`config.mk`:
```
export PLATFORM = sky130hd
export DESIGN_NAME = seq_detect_multi
export DESIGN_NICKNAME = d
export VERILOG_FILES = /design/src/rtl/seq_detect_multi.sv
export SDC_FILE = /design/constraint.sdc
export NUM_CORES = 1
export LEC_CHECK = 0
export ABC_AREA = 1
export CORE_ASPECT_RATIO = 1.2
export CORE_MARGIN = 4
export CORE_UTILIZATION = 45
export DETAILED_ROUTE_END_ITERATION = 6
export PLACE_DENSITY = 0.67
export SLEW_MARGIN = 10
export SYNTH_ARGS = -nofsm -noshare
export SYNTH_HDL_FRONTEND = slang
export SYNTH_SLANG_ARGS = --single-unit
```
`constraint.sdc`:
```
create_clock -name sys_clk -period 1.6 [get_ports sys_clk]
set_clock_uncertainty 0.1 [all_clocks]
set_input_delay 0.32 -clock sys_clk [delete_from_list [all_inputs] [get_ports sys_clk]]
set_output_delay 0.32 -clock sys_clk [all_outputs]
set_load 0.01 [all_outputs]
```
`src/rtl/seq_detect_multi.sv`:
```
// rtl/seq_detect_multi.sv - multi-channel serial pattern detector with per-channel hit counters
module seq_detect_multi #(
  parameter int                CH      = 4,
  parameter int                LEN     = 4,
  parameter logic [LEN-1:0]    PATTERN = 4'b1101,
  parameter int                CNT_W   = 8
) (
  input  logic                  sys_clk,
  input  logic                  sys_rst,
  input  logic [CH-1:0]         in,
  input  logic [CH-1:0]         in_valid,
  input  logic                  overlap,
  input  logic                  clr,
  output logic [CH-1:0]         out,
  output logic [CH*CNT_W-1:0]   hit_cnt
);

  localparam int SW = $clog2(LEN);

  // Prefix character i (0 = first bit received) of the pattern.
  function automatic logic pat_bit(input int i);
    return PATTERN[LEN-1-i];
  endfunction

  // Next-state table for one input bit value: longest pattern prefix that is a
  // suffix of (matched prefix of length s) followed by b.
  function automatic logic [LEN-1:0][SW-1:0] build_table(input logic b);
    logic [LEN-1:0][SW-1:0] t;
    int   best;
    int   j;
    logic ok;
    logic ch;
    t = '0;
    for (int s = 0; s < LEN; s++) begin
      best = 0;
      for (int k = 1; k <= s + 1; k++) begin
        if (k < LEN) begin
          ok = 1'b1;
          for (int i = 0; i < k; i++) begin
            j  = s + 1 - k + i;
            ch = (j == s) ? b : pat_bit(j);
            if (ch != pat_bit(i)) ok = 1'b0;
          end
          if (ok) best = k;
        end
      end
      t[s] = SW'(best);
    end
    return t;
  endfunction

  // Longest proper border of the whole pattern: the restart point after an
  // overlapping detection.
  function automatic logic [SW-1:0] calc_border();
    int   best;
    logic ok;
    best = 0;
    for (int k = 1; k < LEN; k++) begin
      ok = 1'b1;
      for (int i = 0; i < k; i++) begin
        if (pat_bit(i) != pat_bit(LEN - k + i)) ok = 1'b0;
      end
      if (ok) best = k;
    end
    return SW'(best);
  endfunction

  localparam logic [LEN-1:0][SW-1:0] NXT0   = build_table(1'b0);
  localparam logic [LEN-1:0][SW-1:0] NXT1   = build_table(1'b1);
  localparam logic [SW-1:0]          BORDER = calc_border();
  localparam logic [SW-1:0]          LAST   = SW'(LEN - 1);
  localparam logic [CNT_W-1:0]       CMAX   = {CNT_W{1'b1}};

  for (genvar c = 0; c < CH; c++) begin : g_ch
    logic [SW-1:0]    r_state;
    logic             r_out;
    logic [CNT_W-1:0] r_cnt;
    logic             w_det;
    logic [SW-1:0]    w_nxt;

    assign w_det = in_valid[c] && (r_state == LAST) && (in[c] == PATTERN[0]);
    assign w_nxt = in[c] ? NXT1[r_state] : NXT0[r_state];

    // clr outranks any detection on the same edge, so that hit is dropped.
    always_ff @(posedge sys_clk or posedge sys_rst) begin
      if (sys_rst) begin
        r_state <= '0;
        r_out   <= 1'b0;
        r_cnt   <= '0;
      end else if (clr) begin
        r_state <= '0;
        r_out   <= 1'b0;
        r_cnt   <= '0;
      end else begin
        r_out <= w_det;
        if (w_det) begin
          r_state <= overlap ? BORDER : '0;
          if (r_cnt != CMAX) r_cnt <= r_cnt + CNT_W'(1);
        end else if (in_valid[c]) begin
          r_state <= w_nxt;
        end
      end
    end

    assign out[c]                    = r_out;
    assign hit_cnt[c*CNT_W +: CNT_W] = r_cnt;
  end

endmodule

```
# Word-level counts from Yosys, hierarchy flattened

Cells that the tools add are included.

Register bits after elaboration: 44
Bits of input ports: 12
Output and inout port bits: 36
Logic and storage cells: 101

$add $sub $neg: 4
Magnitude comparators: 4
Equal/unequal tests: 8
Mux-type cells: 49
Reduce and logical (&&, ||, !) cells: 24

Operators by type and width:

| operator                                                    | count |
|---|---|
| two-way mux 8 bit                                           | 12 |
| two-way mux 2 bit                                           | 24 |
| adder 8 x 1 -> 8 bit (second input constant)                | 4 |
| binary-select mux 2 bit (select 2 bit)                      | 8 |
| != test 8 bit (second input constant)                       | 4 |
| nonzero test 2 bit                                          | 8 |
| less-than comparator 2 x 3 -> 1 bit (second input constant) | 4 |
| nonzero test 3 bit                                          | 4 |
| equality test 2 bit (second input constant)                 | 4 |
| logical AND 1 bit                                           | 8 |
| AND reduction 2 bit                                         | 4 |
| two-way mux 1 bit                                           | 5 |

# Longest topological paths before layout

Gate-level depths: netlist of the first run.

Depth after elaboration: 6
Mapped depth: 8
Mapped depth without buffers: 8

# Least setup slack after synthesis of the first run

OpenSTA, ideal clock, no wires.

Path type: register to register
Start point: register g_ch[3].r_cnt[1]
End point: register g_ch[3].r_cnt[5]
Library setup time: 0.074 ns
Arrival time: 1.251 ns
Data required time: 1.426 ns
Path slack: 0.175 ns
Cell stages (with the launch flop): 9
Buffers on the path: 1
Period minus slack after synthesis: 1.425 ns
Cells stage by stage: dfrtp_1 > ha_1 > nand2_1 > nor2_2 > nand3_2 > nand2_2 > buf_6 > nand2_1 > o21ai_2

Longest elaborated chain between the ends: 4
Elaborated cells between the ends (all ways): 7
Classes of those cells: 1 x add/sub; 1 x eq/ne; 3 x mux; 2 x reduce/logical

RTL lines:

| what                   | RTL line | source |
|---|---|---|
| start, declared        | 77       | `logic [CNT_W-1:0] r_cnt;` |
| start signal, assigned | 98       | `if (r_cnt != CMAX) r_cnt <= r_cnt + CNT_W'(1);` |
| adder 8 x 1 -> 8 bit   | 98       |  |
| two-way mux 8 bit      | 98       |  |
| two-way mux 8 bit      | 96       | `if (w_det) begin` |
| two-way mux 8 bit      | 90       | `end else if (clr) begin` |

Several ways; a longest one is shown, not always the timed one. The select of a mux whose other input is x is not followed.
A chain may end at the register's enable or synchronous reset.

# Worst setup path after layout of the first run

Start point: register g_ch[3].r_cnt[1]
End point: output port hit_cnt[25]

RTL lines:

| what          | RTL line | source |
|---|---|---|
| end, declared | 15       | `output logic [CH*CNT_W-1:0] hit_cnt` |

No word-level cell between the ends.

==> results_dict.tcl, run 1 <==
set metrics [dict create \
    yosysWarnings 0 \
    clk_path_buf_depth 2 \
    dr_wl_met3_um 196 \
    path_clk_slew_ps 80 \
    cts_num_sinks 44 \
    cp_max_fo 3 \
    clock_power_share 0.303 \
    combPwrFrac 0.165 \
    port_buffers 47 \
    synth.ff_latch_count 44 \
    grt_max_degree 45 \
    tns_ps 0 \
    p_per_area_nw_per_um2 608.1 \
    antennaDiodeCount 0 \
    htree_num_levels 2 \
    ios 48 \
    clk_latency_ps 290 \
    hold_path.class "primary input to asynchronous set/reset pin" \
    syn_area_per_cell_um2 7.487 \
    gp_congestion 0.8502 \
    holdWs_ps 261.3 \
    leakage_uw 0.002049 \
    design.core.area_um2 6012 \
    antenna_left 0 \
    final_common_cell "nand2_1" \
    vdd_ir_drop_max_mv 0.3631 \
    fin_crit_ps 1518 \
    avgViaCountPerCell 4.838 \
    drt_iter0_drc 74 \
    critPathArrivalTime_ps 1100 \
    routed-wl-met2_um 3213 \
    syn_to_final_growth_pct 31.89 \
    cts_made_buffers 5 \
    finalHoldViolations 0 \
    maxCapViolCount 0 \
    fin_ws_ps 81.92 \
    start_util 0.4620 \
    cp-start-kind "register" \
    wl_per_cell_um 11.22 \
    worst_pin_slew_ps 338.4 \
    wirelength_um 6023 \
    drv_slew 0 \
    die_width_um 79.72 \
    layout_common_cells "nand2_1, inv_1, dfrtp_1, nor2_1, buf_4" \
    place_area_um2 3457 \
    gr-total-overflow 0 \
    cts_hold_buf 0 \
    dr.pass1.iters 4 \
    fmax_mhz 658.7 \
    grt_usage 0.1709 \
    post-route-cell-area_um2 3664 \
    drc_errors 0 \
    vias 2598 \
    drive_gt1_frac 0.1758 \
    wl_met1_um 2539 \
    outcome "completed" \
    finalCritPeriodShare 0.9488 \
    antenna_found_initial 0 \
    setup_viol 0 \
    synth_cells 371 \
    dr.max_layer_used "met4" \
    grt_pass1_wl_um 10300 \
    layout.nets 483 \
    slew_headroom 0.7736 \
    power_frac_seq 0.532 \
    grt_pass1_vias 2402 \
    rsz0062_at_grt "no" \
    synth-seq-area-share 0.3964 \
    dp_hpwl_um 4442 \
    switchingPower_uw 617.8 \
    synth_cell_types 23 \
    dieArea_um2 7499 \
    p_int_uw 1610 \
    crit_type "register to primary output" \
    cts_root_buffer "clkbuf_8" \
    placementRows 31 \
    netlist_area_um2 2778 \
    cp.required_ps 1180 \
    cts_tree "built" \
    cp-end-kind "primary output" \
    syn-num-nets 399 \
    pre_cts_ws_ps -246.8 \
    fp.dieH_um 94.07 \
    switching_share 0.2773 \
]
per-layer routing:
layer  GRT usage  vias to the layer above
met5           0                        -
met4     0.04155                        0
met3     0.03455                        8
met2      0.3078                       47
met1      0.2059                     1203
li1            -                     1340
sequential cells by signal, summed over array words and instances (netlist names):
signal        flops
g_ch.r_cnt       32
g_ch.r_state      8
g_ch.r_out        4
final cells by class:
type | instances | area, um2
Inverter | 55 | 206.4
Timing Repair Buffer | 87 | 749.5
Clock buffer | 6 | 72.57
Fill cell | 574 | 2349
Clock inverter | 1 | 5.005
Multi-Input combinational cell | 262 | 1426
Tap cell | 82 | 102.6
Sequential cell | 44 | 1101
path summary, 6_finish.rpt:
kind | startpoint | to | slack, ps | depth (start not counted)
max in group asynchronous | sys_rst | g_ch[0].r_state[1]$_DFFE_PP0P_ | 920 | 3
hold reg to reg | g_ch[0].r_cnt[1]$_DFFE_PP0P_ | g_ch[0].r_cnt[1]$_DFFE_PP0P_ | 430 | 2
min in group sys_clk | g_ch[0].r_cnt[1]$_DFFE_PP0P_ | g_ch[0].r_cnt[1]$_DFFE_PP0P_ | 430 | 2
setup / recovery | g_ch[3].r_cnt[1]$_DFFE_PP0P_ | hit_cnt[25] | 80 | 2
hold / removal | sys_rst | g_ch[2].r_state[1]$_DFFE_PP0P_ | 260 | 3
setup reg to reg | g_ch[0].r_cnt[0]$_DFFE_PP0P_ | g_ch[0].r_cnt[4]$_DFFE_PP0P_ | 120 | 8
critical path, stage by stage (launching register included):
cell	delay [ps]
dfrtp_1	380
buf_4	140
dlygate4sd2_1	280
cells in the mapped netlist:
| cell type | n | area share |
|---|---|---|
| o31ai_1 | 3 | 0.0081 |
| nand2_2 | 6 | 0.014 |
| nand3_2 | 4 | 0.014 |
| o21ai_0 | 18 | 0.032 |
| inv_1 | 54 | 0.073 |
| nand3_1 | 35 | 0.063 |
| buf_4 | 6 | 0.016 |
| o211ai_1 | 1 | 0.0027 |
| dfrtp_1 | 44 | 0.40 |
| a21oi_1 | 17 | 0.031 |
| nand2_4 | 1 | 0.0041 |
| buf_6 | 5 | 0.020 |
| nor2_1 | 42 | 0.057 |
| o21ai_2 | 10 | 0.032 |
| inv_2 | 1 | 0.0014 |
| o21ai_1 | 1 | 0.0018 |
| a21o_1 | 1 | 0.0027 |
| nand4_1 | 3 | 0.0068 |
| o21bai_1 | 5 | 0.014 |
| nand2_1 | 91 | 0.12 |
| or2_2 | 1 | 0.0023 |
| nor2_2 | 6 | 0.014 |
| ha_1 | 16 | 0.072 |
per-stage QoR:
| stage | utilization | total power [uW] | std cells |
|---|---|---|---|
| floorplan | - | 1412 | 371 |
| global placement | 0.5750 | 1564 | 515 |
| detailed placement | 0.5750 | 1578 | 515 |
| CTS | 0.5973 | 2249 | 535 |
| global route | 0.6094 | 2366 | 537 |
| finish | 0.6094 | 2228 | 537 |
timing repair:
action | CTS | global route
pin swaps | 0 | 3
endpoints found under the setup margin | 33 | 33
resized for setup | 33 | 16
cloned | 0 | 1
buffers inserted | 13 | 1
cells by family after synthesis:
logic type | count (synthesis) | synth area share
compound gates | 56 | 0.1234
fa+ha+maj | 16 | 0.07207
buf+inv | 66 | 0.1108
flops | 44 | 0.3964
simple gates | 189 | 0.2973
power by group through the flow:
stage | combinational (uW) | clock, uW | sequential [uW]
floorplan | 198 | 0 | 1210
global placement | 355 | 0 | 1210
detailed placement | 368 | 0 | 1210
CTS | 355 | 707 | 1190
global route | 422 | 751 | 1190
finish | 368 | 674 | 1190
(Power assumes the default switching activity.)
==> inputs of run 2 (changes only) <==
--- a/config.mk
+++ b/config.mk
@@ -10,6 +10,8 @@
 export CORE_MARGIN = 4
 export CORE_UTILIZATION = 45
+export CTS_CLUSTER_DIAMETER = 30
 export DETAILED_ROUTE_END_ITERATION = 6
 export PLACE_DENSITY = 0.67
+export SKIP_LAST_GASP = 1
 export SLEW_MARGIN = 10
 export SYNTH_ARGS = -nofsm -noshare
==> constraint.sdc (replaced) <==
create_clock -name sys_clk -period 1.6 [get_ports sys_clk]
set_clock_uncertainty 0.1 [all_clocks]
set_input_delay 0.24 -clock sys_clk [delete_from_list [all_inputs] [get_ports sys_clk]]
set_output_delay 0.24 -clock sys_clk [all_outputs]
set_load 0.01 [all_outputs]
==> run 2 against run 1 <==
  * Worst setup slack got worse by 23 ps
  * Global-route usage increased by 0.23 points
  * Critical path depth decreased by 1
  * Clock power increased by 14%
  * Critical endpoint is now hit_cnt[20]
  * Largest cell class unchanged
==> results_dict.tcl, run 2 (synthesis results as in run 1) <==
set metrics [dict create \
    drt_iter0_drc 90 \
    setup_viol 0 \
    start_util 0.4620 \
    grt_max_degree 45 \
    layout.nets 489 \
    gp_congestion 0.8468 \
    htree_num_levels 2 \
    crit_chain "clkdlybuf4s50_1" \
    finalCritPeriodShare 0.9633 \
    placementRows 31 \
    drv_slew 0 \
    clk_path_buf_depth 2 \
    vdd_ir_drop_max_mv 0.4178 \
    dieArea_um2 7499 \
    layout_common_cells "nand2_1, inv_1, buf_4, dfrtp_1, nor2_1" \
    largest_reg_flops 32 \
    crit_slowest_cell "clkdlybuf4s50_1" \
    cp_max_fo 2 \
    drc_errors 0 \
    gr-total-overflow 0 \
    vias 2592 \
    maxCapViolCount 0 \
    met1_usage 0.2022 \
    hold_path.class "primary input to asynchronous set/reset pin" \
    grt_pass1_vias 2420 \
    finalHoldViolations 0 \
    dp_hpwl_um 4496 \
    antenna_found_initial 0 \
    final_common_cell "nand2_1" \
    design.core.area_um2 6012 \
    cp-start-kind "register" \
    wirelength_um 6139 \
    drive_gt1_frac 0.1844 \
    top_register "g_ch.r_cnt" \
    use_met3 0.03263 \
    rsz0062_at_grt "yes" \
    avgViaCountPerCell 4.773 \
    leakage_uw 0.002057 \
    path_clk_slew_ps 80 \
    post-route-cell-area_um2 3754 \
    fin_crit_ps 1541 \
    antennaDiodeCount 0 \
    ios 48 \
    tns_ps 0 \
    final_util 0.6244 \
    fp.dieH_um 94.07 \
    placed_cells 517 \
    slew_headroom 0.8048 \
    place_area_um2 3472 \
    cp.required_ps 1260 \
    dr.pass1.iters 4 \
    grt_usage 0.1732 \
    die_width_um 79.72 \
    critPathBufInv 1 \
    p_per_area_nw_per_um2 618.3 \
    grt_pass1_wl_um 10390 \
    clk_latency_ps 290 \
    cp-end-kind "primary output" \
    cts_num_sinks 44 \
    port_buffers 47 \
    cp_top_family "buffers and inverters" \
    busiest_layer "met2" \
    cts_root_buffer "clkbuf_8" \
    max_stage_delay_ps 540 \
    wl_per_cell_um 11.31 \
    p_total_uw 2321 \
    antenna_left 0 \
    cts_hold_buf 0 \
    cts_made_buffers 5 \
    fin_cells 543 \
    use_met2 0.3189 \
    fmax_mhz 648.8 \
    syn_to_final_growth_pct 35.14 \
    critPathArrivalTime_ps 1200 \
    crit_type "register to primary output" \
    outcome "completed" \
    worst_pin_slew_ps 291.7 \
    cts_tree "built" \
    reg_top3 "g_ch.r_cnt (32), g_ch.r_state (8), g_ch.r_out (4)" \
]
## run 2: cell count changes in the layout (fill, tap and decap cells not counted), moves of 2 or more
cell and change:
dlygate4sd2_1 -26, clkdlybuf4s50_1 +21, buf_4 +6, dlymetal6s2s_1 +5
clkbuf_8 +2, o21ai_0 +2, o21ai_1 -2
## run 2: where the power goes
part	total (uW)	internal, uW	switching [uW]	leakage, uW
combinational	375	167	208	0.00140
sequential	1180	1150	27.8	0.000608
clock	767	385	381	0.0000503
## run 2: area by class of cell
| class | count | area [um2] |
|---|---|---|
| repair buffers | 93 | 839.6 |
| fillers | 526 | 2258 |
| clock buffers | 7 | 96.34 |
| multi-input cells | 262 | 1408 |
| flip-flops and latches | 44 | 1101 |
| inverters | 55 | 206.4 |
| well taps | 82 | 102.6 |
## run 2: metal layers
metal,vias up,part of all wire
li1,1354,-
met1,1196,0.43
met2,38,0.53
met3,4,0.026
met4,0,0.0090
met5,-,0
## run 2: worst paths after layout
path	start	depth (start not counted)	to	slack, ps
min in group sys_clk	g_ch[1].r_cnt[1]$_DFFE_PP0P_	2	g_ch[1].r_cnt[1]$_DFFE_PP0P_	430
worst min-delay path	sys_rst	3	g_ch[2].r_cnt[0]$_DFFE_PP0P_	200
worst max-delay path	g_ch[2].r_cnt[4]$_DFFE_PP0P_	1	hit_cnt[20]	60
max in group asynchronous	sys_rst	3	g_ch[1].r_cnt[6]$_DFFE_PP0P_	990
worst min register to register	g_ch[1].r_cnt[1]$_DFFE_PP0P_	2	g_ch[1].r_cnt[1]$_DFFE_PP0P_	430
worst max register to register	g_ch[0].r_cnt[1]$_DFFE_PP0P_	7	g_ch[0].r_cnt[4]$_DFFE_PP0P_	120
## run 2: tightest hold or removal path, delay by kind of cell
family | cells | cell delay (ps)
buffers and inverters | 3 | 740
## run 2: repair_timing
action,in CTS,in global routing
endpoints found under the setup margin,21,32
gates resized for setup,7,15
pin swaps,0,2
cloned,0,1
setup buffers,14,4
## run 2: through the flow
step           setup WS [ps]  hold WS [ps]
2_1_floorplan          175.4         226.3
6_report               58.78         204.1
3_5_place_dp          -131.1         425.9
3_3_place_gp          -106.0         415.5
4_1_cts                4.371         215.1
5_1_grt               -43.30         240.8
==> inputs of run 3 (changes only) <==
- CELL_PAD_IN_SITES_DETAIL_PLACEMENT: default -> 1
- CELL_PAD_IN_SITES_GLOBAL_PLACEMENT: default -> 2
- CORE_UTILIZATION: 45 -> 30
- PLACE_DENSITY: 0.67 -> 0.76
==> run 3 against run 2 <==
  * Flip-flop and latch count stayed put
  * Maximum frequency is 0.15% lower
  * Combinational power is 7.7% higher
  * Critical endpoint is now g_ch[2].r_cnt[0]$_DFFE_PP0P_
  * Largest power group unchanged
  * Design area is 2.7% higher
==> results_dict.tcl, run 3 (synthesis results as in run 1) <==
set metrics [dict create \
    outcome "completed" \
    drc_errors 0 \
    final_util 0.4266 \
    layout_common_cells "nand2_1, inv_1, buf_4, dfrtp_1, nor2_1" \
    cts_tree "built" \
    slew_headroom 0.7823 \
    multiInputGateArea_um2 1410 \
    clk_latency_ps 300 \
    p_per_area_nw_per_um2 609.7 \
    vdd_ir_drop_max_mv 0.3165 \
    cp_top_family "simple AND/OR/NAND/NOR gates" \
    fin_crit_ps 1543 \
    syn_to_final_growth_pct 38.74 \
    htree_num_levels 2 \
    switchingPower_uw 661.5 \
    clk_path_buf_depth 2 \
    clock_power_share 0.325 \
    design.core.area_um2 9034 \
    crit_type "register to register" \
    cts_root_buffer "clkbuf_8" \
    grt_pass1_wl_um 13050 \
    worst_pin_slew_ps 325.4 \
    drive_gt1_frac 0.1991 \
    fmax_mhz 647.9 \
    hold_path.class "primary input to asynchronous set/reset pin" \
    power_frac_seq 0.502 \
    combPwrFrac 0.172 \
    cp-end-kind "register" \
    drt_iter0_drc 60 \
    setup_viol 0 \
    drv_slew 0 \
    antenna_found_initial 0 \
    switching_share 0.2815 \
    gr-total-overflow 0 \
    dr.pass1.iters 4 \
    finalCritPeriodShare 0.9647 \
    largest_reg_flops 32 \
    grt_usage 0.1500 \
    ios 48 \
    antennaDiodeCount 0 \
    placementRows 38 \
    path_clk_slew_ps 90 \
    avgViaCountPerCell 4.557 \
    finalHoldViolations 0 \
    port_buffers 47 \
    vias 2675 \
    start_util 0.3075 \
    grt_max_degree 45 \
    top_register "g_ch.r_cnt" \
    cp.depth 7 \
    p_int_uw 1688 \
    fillerInstances 1150 \
    rsz0062_at_grt "yes" \
    final_common_cell "nand2_1" \
    layout.nets 494 \
    r2r_setup_slack_ps 60 \
    gp_congestion 0.8207 \
    wirelength_um 7457 \
    antenna_left 0 \
    cp-start-kind "register" \
    critPathArrivalTime_ps 1670 \
    regArea_um2 1102 \
    max_stage_delay_ps 370 \
    cp.required_ps 1730 \
    cp_max_fo 12 \
    die_width_um 95.84 \
    dieArea_um2 10870 \
    r2r_cells 7 \
    leakage_uw 0.002114 \
    maxCapViolCount 0 \
    reg_top3 "g_ch.r_cnt (32), g_ch.r_state (8), g_ch.r_out (4)" \
    critPathBufInv 0 \
    cts_made_buffers 5 \
    wl_per_cell_um 12.70 \
    crit_chain "ha_1 > nand2_1 > nor2_2 > nand3_2 > nand2_2 > nor2_1 > a21oi_1" \
    fp.dieH_um 113.4 \
    crit_slowest_cell "dfrtp_1" \
    cts_num_sinks 44 \
    grt_pass1_vias 2862 \
    dp_hpwl_um 5539 \
    tns_ps 0 \
]
-- run 3: final cells by class --
cell class                 instances  area share
tap                              120     0.03896
sequential                        44      0.2860
clock buffer                       8     0.02338
multi-input combinational        262      0.3659
timing repair buffer              98      0.2321
inverter                          55     0.05357
-- run 3: power groups by stage --
stage	clock, uW	sequential (uW)	combinational [uW]
CTS	813	1180	402
floorplan	0	1210	198
detailed placement	0	1200	411
finish	765	1180	404
global route	873	1190	465
global placement	0	1200	401
-- run 3: repair_timing --
item                       in CTS  in global routing
setup endpoints to repair      30                 35
resized for setup              14                 16
gates cloned                    0                  1
setup buffers                  17                  2
hold buffers                    0                  0
pin swaps                       0                  2
-- run 3: layer usage --
metal	track usage	up-vias	wire, um
met2	0.2611	33	3834
met3	0.03034	5	242
met4	0.04269	0	101
li1	-	1364	-
met5	0	-	0
met1	0.1856	1273	3277
-- run 3: path summary, 6_finish.rpt --
| check | startpoint | end |
|---|---|---|
| min in group sys_clk | g_ch[2].r_cnt[4]$_DFFE_PP0P_ | g_ch[2].r_cnt[4]$_DFFE_PP0P_ |
| max reg2reg | g_ch[2].r_cnt[0]$_DFFE_PP0P_ | g_ch[2].r_cnt[0]$_DFFE_PP0P_ |
| min | sys_rst | g_ch[3].r_cnt[1]$_DFFE_PP0P_ |
| max | g_ch[2].r_cnt[0]$_DFFE_PP0P_ | g_ch[2].r_cnt[0]$_DFFE_PP0P_ |
| max in group asynchronous | sys_rst | g_ch[0].r_cnt[5]$_DFFE_PP0P_ |
| min reg2reg | g_ch[2].r_cnt[4]$_DFFE_PP0P_ | g_ch[2].r_cnt[4]$_DFFE_PP0P_ |
-- run 3: worst min-delay path: cells and delay by family --
family / cells / cell delay, ps
buffers and inverters: 3 / 710
-- run 3: through the flow --
stage	cell area [um2]	total power, uW	hold slack, ps	setup slack (ps)	std cells
finish	3854	2350	172.6	56.54	587
global route	3854	2526	199.4	-64.70	587
CTS	3777	2397	192.6	-37.14	584
detailed placement	3575	1615	422.7	-230.4	559
global placement	3575	1603	413.6	-154.3	559
floorplan	2778	1412	226.3	175.4	371
